### config.mk
export PLATFORM = sky130hd
export DESIGN_NAME = decim_seq_ctrl
export DESIGN_NICKNAME = d
export VERILOG_FILES = /design/src/rtl/decim_seq_ctrl.sv
export SDC_FILE = /design/constraint.sdc
export NUM_CORES = 1
export LEC_CHECK = 0
export BUFFER_PORTS_ARGS = -buffer_cell sky130_fd_sc_hd__buf_2
export CAP_MARGIN = 20
export CORE_ASPECT_RATIO = 1.4
export CORE_MARGIN = 3
export CORE_UTILIZATION = 45
export CTS_CLUSTER_DIAMETER = 200
export DETAILED_ROUTE_END_ITERATION = 6
export PLACE_DENSITY = 0.68
export SLEW_MARGIN = 40
export SYNTH_ARGS = -nofsm -noshare
export SYNTH_HDL_FRONTEND = slang
export SYNTH_SLANG_ARGS = --single-unit
### constraint.sdc
create_clock -name clk -period 3.2 [get_ports clk]
set_input_delay 0.16 -clock clk [delete_from_list [all_inputs] [get_ports clk]]
set_output_delay 0.16 -clock clk [all_outputs]
set_load 0.02 [all_outputs]
### src/rtl/decim_seq_ctrl.sv
// decim_seq_ctrl: segment scheduler stepping a decimation divider through a table of {D, C} segments
module decim_seq_ctrl #(
  parameter int NSEG = 4,
  parameter int DW = 32,
  parameter int CW = 16,
  localparam int AW = $clog2(NSEG)
) (
  input  logic          clk,
  input  logic          rst_n,
  input  logic          cfg_we,
  input  logic [AW-1:0] cfg_addr,
  input  logic [DW-1:0] cfg_div,
  input  logic [CW-1:0] cfg_cnt,
  input  logic [AW-1:0] last_seg,
  input  logic          loop,
  input  logic          start,
  input  logic          stop,
  output logic          busy,
  output logic          tick,
  output logic          done,
  output logic [AW-1:0] seg_idx,
  output logic [CW-1:0] tick_idx
);
  // LAST holds busy for the cycle of the final tick so done lands one cycle later
  typedef enum logic [2:0] {IDLE, LOAD, RUN, LAST, DONE} state_t;
  state_t state, state_nx;
  logic [DW-1:0] tbl_d [NSEG];
  logic [CW-1:0] tbl_c [NSEG];
  logic [DW-1:0] d_lim, d_nx, cnt, cnt_nx;
  logic [CW-1:0] c_lim, c_nx, tidx_nx, tidx_inc;
  logic [AW-1:0] seg_nx, adv_seg;
  logic          tick_nx, adv_go;
  assign busy = (state == LOAD) || (state == RUN) || (state == LAST);
  assign done = state == DONE;
  assign adv_go = (seg_idx != last_seg) || loop;
  assign adv_seg = (seg_idx != last_seg) ? seg_idx + AW'(1) : loop ? '0 : seg_idx;
  assign tidx_inc = tick_idx + CW'(1);
  // segment table, writable at any time; the running segment only sees it at its next LOAD
  always_ff @(posedge clk or negedge rst_n) begin
    if (!rst_n) begin
      for (int i = 0; i < NSEG; i++) begin
        tbl_d[i] <= DW'(1);
        tbl_c[i] <= '0;
      end
    end else if (cfg_we) begin
      tbl_d[cfg_addr] <= cfg_div;
      tbl_c[cfg_addr] <= cfg_cnt;
    end
  end
  // state register
  always_ff @(posedge clk or negedge rst_n) begin
    if (!rst_n) state <= IDLE;
    else state <= state_nx;
  end
  // datapath registers: shadow D-1/C, divider counter, indices and the tick strobe
  always_ff @(posedge clk or negedge rst_n) begin
    if (!rst_n) begin
      d_lim <= '0;
      c_lim <= '0;
      cnt <= '0;
      seg_idx <= '0;
      tick_idx <= '0;
      tick <= 1'b0;
    end else begin
      d_lim <= d_nx;
      c_lim <= c_nx;
      cnt <= cnt_nx;
      seg_idx <= seg_nx;
      tick_idx <= tidx_nx;
      tick <= tick_nx;
    end
  end
  // next-state and datapath updates; D is stored as D-1 (D=0 behaves as D=1) so no compare overflows
  always_comb begin
    state_nx = state;
    seg_nx = seg_idx;
    tidx_nx = tick_idx;
    tick_nx = 1'b0;
    cnt_nx = cnt;
    d_nx = d_lim;
    c_nx = c_lim;
    case (state)
      IDLE: if (start) begin
        seg_nx = '0;
        state_nx = LOAD;
      end
      LOAD: begin
        d_nx = (tbl_d[seg_idx] == '0) ? '0 : tbl_d[seg_idx] - DW'(1);
        c_nx = tbl_c[seg_idx];
        cnt_nx = '0;
        tidx_nx = '0;
        if (tbl_c[seg_idx] == '0) begin
          seg_nx = adv_seg;
          state_nx = adv_go ? LOAD : DONE;
        end else state_nx = RUN;
      end
      RUN: if (cnt == d_lim) begin
        cnt_nx = '0;
        tick_nx = 1'b1;
        tidx_nx = tidx_inc;
        if (tidx_inc == c_lim) begin
          seg_nx = adv_seg;
          state_nx = adv_go ? LOAD : LAST;
        end
      end else cnt_nx = cnt + DW'(1);
      LAST: state_nx = DONE;
      default: state_nx = IDLE;
    endcase
    if (stop) begin
      state_nx = IDLE;
      tick_nx = 1'b0;
      seg_nx = seg_idx;
      tidx_nx = tick_idx;
    end
  end
endmodule

Word-level counts from Yosys, hierarchy flattened:

Index checks and enable logic that the tools add are counted.
W data, S select, Z words.

* input bits: 58
* bits in read-only memories: 0
* memories kept: 0
* word-level logic and storage cells: 86
* output and inout bits: 21
* register bits after elaboration: 294
* bits in latches: 0
* RAM bits: 0

* equal/unequal tests: 14
* divide/modulo/power cells: 0
* multipliers: 0
* muxes and demuxes: 35
* reductions and logical operators: 12
* magnitude comparators: 3
* bitwise operators: 3
* shift-type cells: 0
* add/subtract/negate cells: 4

Operator list (number)
* $mux W32: 5
* $bwmux W128: 1
* $bmux W32 S2: 1
* $bwmux W64: 1
* $demux W32 S2: 1
* $mux W16: 4
* $pmux W32 S2: 1
* $add A32 B1 Y32 const B: 1
* $bmux W16 S2: 1
* $demux W16 S2: 1
* $eq A32 B32 Y1: 1
* $logic_not A32 Y1: 1
* $pmux W16 S2: 1
* $sub A32 B1 Y32 const B: 1
* $mux W3: 6
* $add A16 B1 Y16 const B: 1
* $eq A16 B16 Y1: 1
* $logic_not A16 Y1: 1
* $mux W2: 7
* $pmux W3 S4: 1
* $eq A3 B2 Y1 const B: 2
* $ge A3 B3 Y1 const B: 2
* $ne A2 B1 Y1 const B: 3
* $ne A3 B2 Y1 const B: 2
* other kinds (18): 24

Longest topological paths before layout:

* depth after elaboration: 8
* depth in mapped cells: 12
* gate-level depth less buffers: 9

Least setup slack after synthesis:

Ideal clock, no wire load.

* path kind: register -> register
* start point: register seg_idx[1]
* end point: register d_lim[23]
* stages on the path, launching flop included: 11
* data arrival time: 3.233 ns
* library setup time: 0.087 ns
* slack: -0.120 ns
* clock period less this slack: 3.320 ns
* buffers on the path: 4
* data required time: 3.113 ns
* cell sequence: dfrtp_1 clkbuf_1 buf_2 buf_2 buf_1 mux4_2 nor4_1 nand3_2 or4_1 xor2_1 a211oi_2

* cells in the longest elaborated chain, start to end: 6
* elaborated cells on any way between the ends: 7
* classes of those cells: add/sub (1); mux (4); bitwise (1); reduce/logical (1)

Ends and longest elaborated chain
* from (decl): RTL line 21 `output logic [AW-1:0] seg_idx,`
* from (signal assigned): RTL line 68 `seg_idx <= seg_nx;`
* $not A2 Y3 (implied by the code) *: RTL line 88 `d_nx = (tbl_d[seg_idx] == '0) ? '0 : tbl_d[seg_idx] - DW'(1);`
* $bmux W32 S2 *: RTL line 88
* $mux W32 (implied by the code) * (2 in a row): RTL line 88
* $sub A32 B1 Y32 or $logic_not A32 Y1 (tied branches): RTL line 88
* $mux W32 *: RTL line 88
* to (signal assigned): RTL line 65 `d_lim <= d_nx;`
* to (decl): RTL line 29 `logic [DW-1:0] d_lim, d_nx, cnt, cnt_nx;`

Mark *: on every way between the ends. The rest lies on a longest branch, timed or not. The select of a mux whose other input is x is not followed.
A chain may end at the register's enable or synchronous reset.

Worst setup path in the final report:

* start point: register seg_idx[0]
* end point: register d_lim[23]

The elaborated chain is that of the path after synthesis.

==> impl_metrics.env <==
export IMPL_max_cap_violations=0
export IMPL_post_route_util_pct=54.3
export IMPL_reg2reg_from="seg_idx[0]$_DFFE_PN0P_"
export IMPL_drive_gt1_share_pct=33.6
export IMPL_synth_top_family_by_area="multiplexers"
export IMPL_core_area_um2=31700
export IMPL_grt_busiest_layer="met2"
export IMPL_fin_crit_ps=3080
export IMPL_outcome="finished clean"
export IMPL_synth_mux_area_share_pct=22.5
export IMPL_synth_top_area_share_pct=50.1
export IMPL_h_tree_depth=1
export IMPL_worst_endpoint_required_ps=3680
export IMPL_synthAdderAreaFrac_pct=0.415
export IMPL_place_congestion=0.831
export IMPL_whs_endpoint="state[2]$_DFFE_PN0P_"
export IMPL_synth_compound_area_share_pct=7.69
export IMPL_grt_max_degree=93
export IMPL_regToRegSetupSlack_ps=120
export IMPL_met3_usage_pct=2.10
export IMPL_area_delta_synth_final_pct=18.7
export IMPL_yosysWarnings=0
export IMPL_swShare_pct=30.0
export IMPL_seq_power_share_pct=42.4
export IMPL_p_int_w=0.00825
export IMPL_worstPathCellList="buf_12 > buf_4 > mux4_2 > or4_4 > nor4_4 > nand3_2 > or4_4 > xor2_1 > a211oi_2"
export IMPL_yosysSeqAreaShare_pct=50.8
export IMPL_drc_errors=0
export IMPL_power_share_clock_pct=29.0
export IMPL_synth_cell_area_um2=14500
export IMPL_pwr_share_comb_pct=28.5
export IMPL_finalWirelength_um=33100
export IMPL_cts_root_buffer_cell="clkbuf_16"
export IMPL_mostFrequentLayoutCells="dfrtp_1 (288), mux2_2 (193), nand2_1 (124), buf_2 (77), o21ai_0 (69)"
export IMPL_worst_pin_slew_ps=786
export IMPL_synth_xor_area_share_pct=4.84
export IMPL_p_sw_w=0.00354
export IMPL_final_max_slew_viol_count=0
export IMPL_synth_avg_cell_area_um2=12.1
export IMPL_synth_cells=1200
export IMPL_viasPerCell=5.68
export IMPL_grt_use_met2_pct=33.2
export IMPL_r2r_cells=9
export IMPL_critPathSlowestCell="or4_4"
export IMPL_setup_slack_ps=125
export IMPL_ir_drop_mv=0.522
export IMPL_hp_class="primary input to flip-flop"
export IMPL_leakage_nw=7.17
export IMPL_dr_first_iter_drc_count=550
export IMPL_synth_net_count=1262
export IMPL_dpl_worst_slack_ps=46.5
export IMPL_initial_core_util_pct=45.7
export IMPL_synthTopCellsByArea="dfrtp_1 (50%), mux2_2 (15%), mux4_2 (7.5%)"
export IMPL_slowest_delay_ps=580
export IMPL_die_area_um2=34400
export IMPL_holdPathStages=4
export IMPL_max_freq_ghz=0.325
export IMPL_yosys_area_top_type="dfrtp_1"
export IMPL_gr_usage_all_layers_pct=19.5
export IMPL_cp_arrival_ps=3550
export IMPL_antenna_found_initial=0
export IMPL_routedWlPerCell_um=18.7
export IMPL_yosys_area_share_simple_pct=11.3
export IMPL_async_flop_share_pct=100
export IMPL_critPathMostFrequentCell="or4_4"
export IMPL_cts_buffers=28
export IMPL_fp_dieH_um=218
export IMPL_rows=77
export IMPL_final_setup_tns_ps=0
export IMPL_grt_overflow=0
export IMPL_synth_edf_count=0
export IMPL_clk_latency_ps=560
export IMPL_setup_viol=0
export IMPL_cp_start_kind="flip-flop"
export IMPL_finalPower_w=0.0118
export IMPL_cts_tree="yes"
export IMPL_clk_pin_slew_ps=70
export IMPL_fin_crit_sh_pct=96.1
export IMPL_finalClockSkew_ps=9.93
export IMPL_powerDensity_nw_per_um2=686
export IMPL_vias=10100
export IMPL_grt_first_pass_wirelength_um=54400
export IMPL_path_class="flip-flop to flip-flop"
export IMPL_hpwlAfterDp_um=22400
export IMPL_die_x_um=158
export IMPL_worstSetupEndpointType="flip-flop"
export IMPL_synth_ff_latch_count=294
export IMPL_grt_pass1_vias=10300
export IMPL_grt_setup_unrepaired="true"
export IMPL_hold_violations=0
export IMPL_clockBufferDepth=3
export IMPL_ant_nets=0
export IMPL_synth_ff_type="dfrtp_1"
export IMPL_nets=1418
export IMPL_ios=79
export IMPL_r2r_end="d_lim[23]$_DFFE_PN0P_"
export IMPL_slew_limit_headroom_pct=47.6
export IMPL_crit_path_max_fanout=9
export IMPL_layout_commonest_cell="dfrtp_1"
export IMPL_dr_pass1_iters=5
export IMPL_portBuffers=78
export IMPL_ys_types=66
export IMPL_cts_sinks=294
export IMPL_grt_util_met1_pct=26.6
export IMPL_hold_start="loop"
==> worst max-delay path: cells and delay by family (launching register included) <==
family,cells,cell delay [ps]
buffers and inverters,2,290
muxes,1,430
DFF,1,490
xor gates and xnor gates,1,160
and+or+nand+nor,4,1420
AOI/OAI and AO/OA,1,200
==> cell families after synthesis <==
family | after synthesis
DFF | 294
muxes | 242
xor gates and xnor gates | 80
buffers and inverters | 84
and+or+nand+nor | 318
adders and majority gates | 5
AOI/OAI and AO/OA | 177
==> power groups by stage <==
| stage | combinational (W) | clock [W] | sequential [W] |
|---|---|---|---|
| 2_1_floorplan | 0.00238 | 0 | 0.00489 |
| 3_3_place_gp | 0.00309 | 0 | 0.00506 |
| 3_5_place_dp | 0.00315 | 0 | 0.00510 |
| 4_1_cts | 0.00322 | 0.00351 | 0.00504 |
| 5_1_grt | 0.00369 | 0.00366 | 0.00510 |
| 6_report | 0.00337 | 0.00342 | 0.00501 |
==> cell usage after synthesis, types with 11 or more instances <==
cell type	number
dfrtp_1	290
mux2_2	193
nand2_1	124
o21ai_0	69
xnor2_1	59
clkbuf_1	54
mux4_2	48
nor2_1	47
o31ai_1	36
nand3_1	22
xor2_1	21
a21oi_1	16
nand4_1	14
inv_1	13
nor4_1	13
nor2b_1	12
nor3_1	12
and3_1	11
o21ai_1	11
==> cell type report <==
| type | count | area, µm² |
|---|---|---|
| repair buffers | 197 | 1530 |
| inverters | 13 | 48.8 |
| diodes | 1 | 2.50 |
| multi-input cells | 822 | 6820 |
| fillers | 2598 | 14500 |
| well taps | 395 | 494 |
| clock buffers | 38 | 790 |
| clock inverters | 12 | 154 |
| flip-flops and latches | 294 | 7370 |
==> through the flow <==
| step | hold WS, ps | instances | instance area [µm²] |
|---|---|---|---|
| floorplan | -136 | 1200 | 14500 |
| global placement | 231 | 1659 | 15600 |
| detailed placement | 234 | 1659 | 15600 |
| CTS | 3.40 | 1759 | 17000 |
| global route | 70.0 | 1771 | 17200 |
| finish | 47.8 | 1772 | 17200 |
==> per-layer routing <==
metal	part of all wire (%)	up-vias
li1	-	4695
met1	44	5141
met2	51	189
met3	3.3	37
met4	1.9	0
met5	0	-
==> registers in the layout, summed over array words and instances, names as in the netlist <==
| signal | cells |
|---|---|
| tbl_d | 128 |
| tbl_c | 64 |
| cnt | 32 |
| d_lim | 32 |
| c_lim | 16 |
| tick_idx | 16 |
| state | 3 |
| seg_idx | 2 |
| tick | 1 |
==> repair_timing <==
action                                 in CTS  in global routing
setup endpoints to repair                   0                 33
buffers inserted                            0                 12
hold buffers                               50                  0
resized for setup                           0                 13
endpoints found under the hold margin     282                  0
==> how the worst max path moves through the flow <==
stage	to	cells past startpoint	slack (ps)	startpoint
finish	d_lim[23]$_DFFE_PN0P_	9	120	seg_idx[0]$_DFFE_PN0P_
detailed placement	d_lim[31]$_DFFE_PN0P_	8	50	seg_idx[0]$_DFFE_PN0P_
global placement	d_lim[31]$_DFFE_PN0P_	8	50	seg_idx[0]$_DFFE_PN0P_
global route	d_lim[23]$_DFFE_PN0P_	9	-7	seg_idx[0]$_DFFE_PN0P_
floorplan	d_lim[10]$_DFFE_PN0P_	10	20	seg_idx[0]$_DFFE_PN0P_
CTS	d_lim[10]$_DFFE_PN0P_	8	20	seg_idx[0]$_DFFE_PN0P_
No activity file was read; power rests on OpenSTA's default activity.
